==> src/rtl/psram_arbiter.sv <==
// psram_arbiter
// Two-port request arbiter in front of the PSRAM QPI controller.
// Port A is the video fetch port and port B is the CPU port.
// One request at a time goes out on the controller strobe/busy/done handshake.
// The granted we/addr/din are held stable until the next grant.
// Read data comes back with a single-cycle acknowledge.
// Build option: define PSRAM_ARB_ROUND_ROBIN_EN to alternate grants on contention.
// When it is left undefined, port A has fixed priority over port B.
module psram_arbiter (
  input  logic        i_clk,
  input  logic        i_rst,
  // port A (video fetch)
  input  logic        i_a_req,
  input  logic        i_a_we,
  input  logic [23:0] i_a_addr,
  input  logic [15:0] i_a_din,
  output logic        o_a_ack,
  output logic [15:0] o_a_dout,
  // port B (CPU)
  input  logic        i_b_req,
  input  logic        i_b_we,
  input  logic [23:0] i_b_addr,
  input  logic [15:0] i_b_din,
  output logic        o_b_ack,
  output logic [15:0] o_b_dout,
  // controller side
  output logic        o_stb,
  output logic        o_we,
  output logic [23:0] o_addr,
  output logic [15:0] o_din,
  input  logic        i_busy,
  input  logic        i_done,
  input  logic [15:0] i_dout,
  // status
  output logic        o_ready,
  output logic        o_grant
);

  typedef enum logic [2:0] {
    ST_INIT,
    ST_IDLE,
    ST_ISSUE,
    ST_WAIT_DONE,
    ST_RECOVER
  } state_t;

  state_t state_reg;
  logic   any_req;
  logic   sel_b;
  logic   ctl_complete;

  assign any_req      = i_a_req | i_b_req;
  // done alone is not enough: it stays high from the previous transaction
  assign ctl_complete = ~i_busy & i_done;

  // Choose the port for the next grant; o_grant doubles as last-granted history
  always_comb begin
    sel_b = 1'b0;
`ifdef PSRAM_ARB_ROUND_ROBIN_EN
    if (i_a_req && i_b_req) begin
      sel_b = ~o_grant;
    end else begin
      sel_b = i_b_req;
    end
`else
    sel_b = i_b_req & ~i_a_req;
`endif
  end

  // Transaction sequencer; every output is registered here
  always_ff @(posedge i_clk or negedge i_rst) begin
    if (!i_rst) begin
      state_reg <= ST_INIT;
      o_a_ack   <= 1'b0;
      o_a_dout  <= '0;
      o_b_ack   <= 1'b0;
      o_b_dout  <= '0;
      o_stb     <= 1'b0;
      o_we      <= 1'b0;
      o_addr    <= '0;
      o_din     <= '0;
      o_ready   <= 1'b0;
      o_grant   <= 1'b0;
    end else begin
      // acks are single-cycle pulses
      o_a_ack <= 1'b0;
      o_b_ack <= 1'b0;
      case (state_reg)
        ST_INIT: begin
          if (ctl_complete) begin
            o_ready   <= 1'b1;
            state_reg <= ST_IDLE;
          end
        end
        ST_IDLE: begin
          if (any_req) begin
            o_grant   <= sel_b;
            o_we      <= sel_b ? i_b_we   : i_a_we;
            o_addr    <= sel_b ? i_b_addr : i_a_addr;
            o_din     <= sel_b ? i_b_din  : i_a_din;
            o_stb     <= 1'b1;
            state_reg <= ST_ISSUE;
          end
        end
        ST_ISSUE: begin
          // busy proves the controller took the strobe
          if (i_busy) begin
            o_stb     <= 1'b0;
            state_reg <= ST_WAIT_DONE;
          end
        end
        ST_WAIT_DONE: begin
          if (ctl_complete) begin
            if (o_grant) begin
              o_b_ack <= 1'b1;
              if (!o_we) begin
                o_b_dout <= i_dout;
              end
            end else begin
              o_a_ack <= 1'b1;
              if (!o_we) begin
                o_a_dout <= i_dout;
              end
            end
            state_reg <= ST_RECOVER;
          end
        end
        ST_RECOVER: begin
          // lets the acked requestor drop req before IDLE looks again
          state_reg <= ST_IDLE;
        end
        default: begin
          state_reg <= ST_INIT;
        end
      endcase
    end
  end

endmodule

==> config.mk <==
export PLATFORM = sky130hd
export DESIGN_NAME = psram_arbiter
export DESIGN_NICKNAME = d
export VERILOG_FILES = /design/src/rtl/psram_arbiter.sv
export SDC_FILE = /design/constraint.sdc
export NUM_CORES = 1
export LEC_CHECK = 0
export CELL_PAD_IN_SITES_DETAIL_PLACEMENT = 1
export CELL_PAD_IN_SITES_GLOBAL_PLACEMENT = 2
export CORE_MARGIN = 1
export CORE_UTILIZATION = 37
export CTS_CLUSTER_SIZE = 14
export DETAILED_ROUTE_END_ITERATION = 10
export DONT_BUFFER_PORTS = 1
export PLACE_DENSITY_LB_ADDON = 0.12
export REMOVE_ABC_BUFFERS = 1
export SYNTH_ARGS = -nofsm -noshare
export SYNTH_HDL_FRONTEND = slang
export SYNTH_SLANG_ARGS = --single-unit
==> constraint.sdc <==
create_clock -name i_clk -period 2.27 [get_ports i_clk]
set_input_delay 0.227 -clock i_clk [delete_from_list [all_inputs] [get_ports i_clk]]
set_output_delay 0.227 -clock i_clk [all_outputs]
set_load 0.01 [all_outputs]
==> qor.csv, run 1 <==
metric;value;unit
Largest Register;o_addr;
Max VDD drop;0.000397;V
largest net degree at the start of global routing;82;
Arr. time, crit path;2060;ps
worst slew pin tran;669;ps
DRT antenna net count;0;
DR pass1 iterations;4;
synth unique cells;24;
max reg flops;24;
I/O Buffers;0;
sequential area share after synthesis;56.7;%
initial antenna violation count;0;
Psw;2030;uW
cell row count;35;
CP Data Required Time;2500;ps
DRC Markers;0;
first-pass GRT wire length;13300;um
ys flop type;dfrtp_1;
clk buf depth;2;
fin crit share;80.4;%
Fin Clk Skew;11.7;ps
Hold Crit Start;i_dout[0];
Iteration-0 DRC Markers;55;
Hold Path End;o_b_dout[0];
Post-Syn Area;3580;um^2
Die W;100;um
Clock power frac;19.9;%
clock sinks;81;
Yosys reg bits;81;
Finish-stage setup viols;0;
Combinational Power Share;23.9;%
setup slack, reg-to-reg;440;ps
worst hold-check path type;primary input to register;
RD Place Congestion;0.743;
post-route cell area;4050;um^2
Num CTS Buffers;9;
most common cell after layout, fill and taps aside;a21oi_1;
Layout area overhead;13.3;%
Sw Share;38.1;%
Die Span Y;100;um
Pint;3300;uW
Mean Syn Cell Area;12.3;um^2
fmax;548;MHz
core area;9280;um^2
gr usage total;17.7;%
Crit. End Element;register;
register share of total power;56.2;%
routed len/inst;20.1;um
final hold violations;0;
max_cap viols;0;
reg2reg start;state_reg[2];
fin nets;404;
TritonCTS clock tree;built;
Reg clk slew, reported paths;90;ps
post-CTS setup buffers;0;
critical path peak fanout;16;
most frequent cells in the layout;a21oi_1 (85), dfrtp_1 (81), mux2i_1 (41);
CTS H-tree depth;3;
DP HPWL;5770;um
vias in the first global route;2419;
FF-to-FF End;o_a_dout[5];
Cells on Worst Hold Path;1;
R2R depth;4;
crit path kind;register to register;
Critical Path Source Type;register;
post-synthesis async set-or-reset flop share;100;%
EDFF count, synth;0;
Post-Syn Instances;290;
Fin Setup TNS;0;ps
post-layout min period;1830;ps
DR vias/cell;5.38;
clock latency on the worst-skew pair;350;ps
Initial Utilization;38.5;%
Worst slew margin;55.4;%
GRT overflow;0;
DIE AREA;10100;um^2
antenna cells;0;
via count;2334;
PwrDens;1310;nW/um^2
Synthesis Warnings;0;
status;finished clean;
root buf cell;clkbuf_8;
Placed Area;3700;um^2
routed wire length;8730;um
Final Max Slew Viols;0;
RSZ-0062 raised after global routing;false;
leak pwr;0.00194;uW
layout cells sized above 1;19.7;%
io pins;182;
## power groups by stage
stage	logic [uW]	registers [uW]	clock network [uW]
final	1270	2990	1060
after global routing	1470	3080	1150
after CTS	1290	3010	1110
after detailed placement	1250	3030	0
after global placement	1190	3030	0
after floorplan	990	2810	0
## logic make-up after synthesis
logic type | share of synthesized area, %
muxes | 23.7
buffers and inverters | 3.46
and+or+nand+nor | 3.04
DFF | 56.7
AOI/OAI and AO/OA | 13.2
## metrics by stage
| stage | hold WS, ps | utilization [%] | cells | setup slack (ps) | total power, uW |
|---|---|---|---|---|---|
| final | 19.4 | 43.6 | 434 | 444 | 5320 |
| after global routing | 1.80 | 43.6 | 434 | 369 | 5700 |
| after CTS | 0.0321 | 43.0 | 428 | 442 | 5410 |
| after detailed placement | -66.2 | 39.8 | 404 | 450 | 4270 |
| after global placement | -66.4 | 39.8 | 404 | 502 | 4220 |
| after floorplan | -68.6 | - | 267 | -668 | 3800 |
## repair_timing
item,4_1_cts,5_1_grt
hold buffers,8,6
endpoints found under the hold margin,87,7
resized for setup,0,0
## layer usage
| metal | up-vias | wire length (um) | global-route usage, % |
|---|---|---|---|
| met3 | 15 | 611 | 4.81 |
| met4 | 0 | 179 | 7.58 |
| li1 | 1061 | - | - |
| met5 | - | 0 | 0 |
| met2 | 100 | 4380 | 28.7 |
| met1 | 1158 | 3550 | 22.2 |
## worst max-delay path by stage
stage / cells after the start / from / slack (ps) / end
final: 4 / state_reg[2] / 440 / o_a_dout[5]
after floorplan: 3 / state_reg[0] / -670 / o_addr[0]
after detailed placement: 4 / state_reg[2] / 450 / o_a_dout[1]
after global placement: 4 / state_reg[2] / 500 / o_b_dout[8]
after CTS: 4 / state_reg[2] / 440 / o_b_dout[10]
after global routing: 4 / state_reg[2] / 370 / o_b_dout[8]
## cell type report
| cell class | instances | area (um^2) |
|---|---|---|
| flip-flops and latches | 81 | 2030 |
| multi-input cells | 182 | 1430 |
| clock buffers | 10 | 128 |
| clock inverters | 6 | 67.6 |
| repair buffers | 22 | 218 |
| well taps | 129 | 161 |
| fillers | 995 | 5230 |
| inverters | 4 | 15.0 |
## critical path, cell delays in order, from the launching register on
cell      delay (ps)
dfrtp_1          470
nand3b_1         260
or4_1            420
buf_4            240
mux2_4           320
## synth_stat cells, types with 2 or more instances
master,instances,area (um^2)
clkbuf_1,15,56.3
buf_6,2,22.5
nor2b_1,2,12.5
nor3_1,2,10.0
mux2_4,20,300
mux2i_1,41,410
nand2b_1,3,18.8
o21ai_0,3,15.0
a21oi_1,85,425
mux2_2,12,135
buf_2,6,30.0
inv_1,4,15.0
or4_1,2,15.0
nand3b_1,2,15.0
nor2_1,2,7.51
dfrtp_1,81,2030
(Power assumes the default switching activity.)
==> run 2: changes to the inputs <==
Settings changed: CORE_UTILIZATION 37 to 34.
Clock period 2.27 ns to 1.5 ns, I/O delays scaled along.
==> run 2 against run 1 <==
Net effect:
- the run now ends with hold timing, setup timing left
- critical path depth did not move
- hold slack got worse by 530 ps
- clock power rose by 68%
- critical path type unchanged
- critical endpoint is now o_a_dout[2]
==> qor.csv, run 2 (same netlist as run 1, synthesis figures left out) <==
metric;value;unit;change
max reg flops;24;;unchanged
first-pass GRT wire length;14000;um;+5.1%
critical path peak fanout;16;;unchanged
violated checks;hold timing, setup timing;;
fin crit share;109;%;+29 points
worst hold-check path type;primary input to asynchronous set/reset pin;;
root buf cell;clkbuf_8;;
DRC Markers;0;;unchanged
Iteration-0 DRC Markers;69;;+25%
vias in the first global route;2551;;+5.5%
Fin Setup TNS;-4010;ps;-4010 ps
critical path buffer and inverter count;1;;unchanged
final hold violations;81;;+81
DRT antenna net count;0;;unchanged
crit path max-delay cell type;or4_4;;
RD Place Congestion;0.661;;-11%
post-layout min period;1640;ps;-184 ps
max_cap viols;0;;unchanged
clock sinks;81;;unchanged
Die W;105;um;+4.2%
FF-to-FF End;o_a_dout[2];;
GRT overflow;0;;unchanged
Crit. End Element;register;;
CTS H-tree depth;3;;unchanged
routed len/inst;19.6;um;-2.7%
fin nets;426;;+5.4%
core area;10300;um^2;+11%
Reg clk slew, reported paths;90;ps;about the same
Largest Register;o_addr;;
Placed Area;3840;um^2;+3.8%
initial antenna violation count;0;;unchanged
DIE AREA;10900;um^2;+8.6%
layout cells sized above 1;23.9;%;+4.2 points
DR vias/cell;5.23;;-2.8%
CP Data Required Time;1730;ps;-770 ps
Finish-stage setup viols;40;;+40
R2R depth;4;;unchanged
DP HPWL;5980;um;+3.7%
most frequent cells in the layout;a21oi_1 (85), dfrtp_1 (81), mux2i_1 (41);;
# hold bufs at CTS;21;;+13
PwrDens;1970;nW/um^2;+50%
Fin Hold WS;-509;ps;-528 ps
Critical Path Max Stage Delay;460;ps;about the same
Fin Clk Skew;13.0;ps;+1.31 ps
via count;2420;;+3.7%
Final Util;42.7;%;-0.88 points
clock latency on the worst-skew pair;350;ps;about the same
setup slack, reg-to-reg;-140;ps;-590 ps
io pins;182;;unchanged
clk buf depth;2;;unchanged
antenna cells;0;;unchanged
Num CTS Buffers;9;;unchanged
routed wire length;9060;um;+3.8%
post-route cell area;4390;um^2;+8.5%
Final WS setup;-142;ps;-586 ps
Worst slew margin;74.2;%;+19 points
gr usage total;16.4;%;-1.2 points
Layout area overhead;22.8;%;
fmax;609;MHz;+11%
cell chain of the critical path;nand3b_1 > or4_4 > buf_12 > mux2_4;;
largest net degree at the start of global routing;82;;unchanged
reg2reg start;state_reg[2];;
most common cell after layout, fill and taps aside;a21oi_1;;
RSZ-0062 raised after global routing;true;;
Max VDD drop;0.000929;V;+130%
crit path kind;register to register;;
worst slew pin tran;387;ps;-282 ps
Critical Path Source Type;register;;
DR pass1 iterations;4;;unchanged
Die Span Y;105;um;+4.2%
Initial Utilization;34.8;%;-3.7 points
status;finished, violations left;;
cell row count;37;;+5.7%
leak pwr;0.00209;uW;+8.0%
TritonCTS clock tree;built;;
Arr. time, crit path;1870;ps;-190 ps
CP top delay family;simple AND/OR/NAND/NOR gates;;
Final Max Slew Viols;0;;unchanged
I/O Buffers;0;;unchanged
run 2: worst register-to-register path: stages (launching register included):
cell and delay [ps]:
dfrtp_1 380, nand3b_1 210, or4_4 460, buf_12 180, mux2_4 300
run 2: final cells by class:
cell class | instances | area, um^2
Tap cell | 136 | 170
Clock inverter | 7 | 100
Timing Repair Buffer | 44 | 513
Fill cell | 1067 | 5880
Clock buffer | 9 | 124
Sequential cell | 81 | 2030
Inverter | 4 | 15.0
Multi-Input combinational cell | 182 | 1440
run 2: power by group:
part	internal, uW	total [uW]	switching, uW
sequential	3200	4450	1240
combinational	1380	2440	1060
clock	949	1780	835
total	5530	8670	3140
run 2: how the worst max path moves through the flow:
stage	startpoint	cells past startpoint	endpoint
after floorplan	state_reg[0]	3	o_addr[0]
after global placement	state_reg[2]	4	o_b_dout[8]
after detailed placement	state_reg[2]	4	o_a_dout[2]
after CTS	state_reg[2]	4	o_a_dout[2]
after global routing	state_reg[2]	4	o_a_dout[2]
final	state_reg[2]	4	o_a_dout[2]
run 2: metrics by stage:
step | power (uW) | instances | setup WS (ps) | hold WS [ps]
after floorplan | 5750 | 267 | -1440 | -146
after global placement | 6590 | 422 | -127 | -143
after detailed placement | 6670 | 422 | -184 | -142
after CTS | 8560 | 459 | -164 | -534
after global routing | 9260 | 463 | -209 | -536
final | 8670 | 463 | -142 | -509
run 2: repair_timing:
item | in CTS | in global routing
setup endpoints to repair | 32 | 39
gates cloned | 0 | 4
pin swaps | 0 | 1
resized for setup | 2 | 8
setup buffers | 0 | 1
endpoints found under the hold margin | 116 | 81
run 2: per-layer routing:
| metal | wire length, um | global-route usage, % | part of all wire, % |
|---|---|---|---|
| met5 | 0 | 0 | 0 |
| met4 | 108 | 6.12 | 1.2 |
| met3 | 857 | 5.80 | 9.5 |
| met2 | 4380 | 27.0 | 48 |
| met1 | 3710 | 19.8 | 41 |
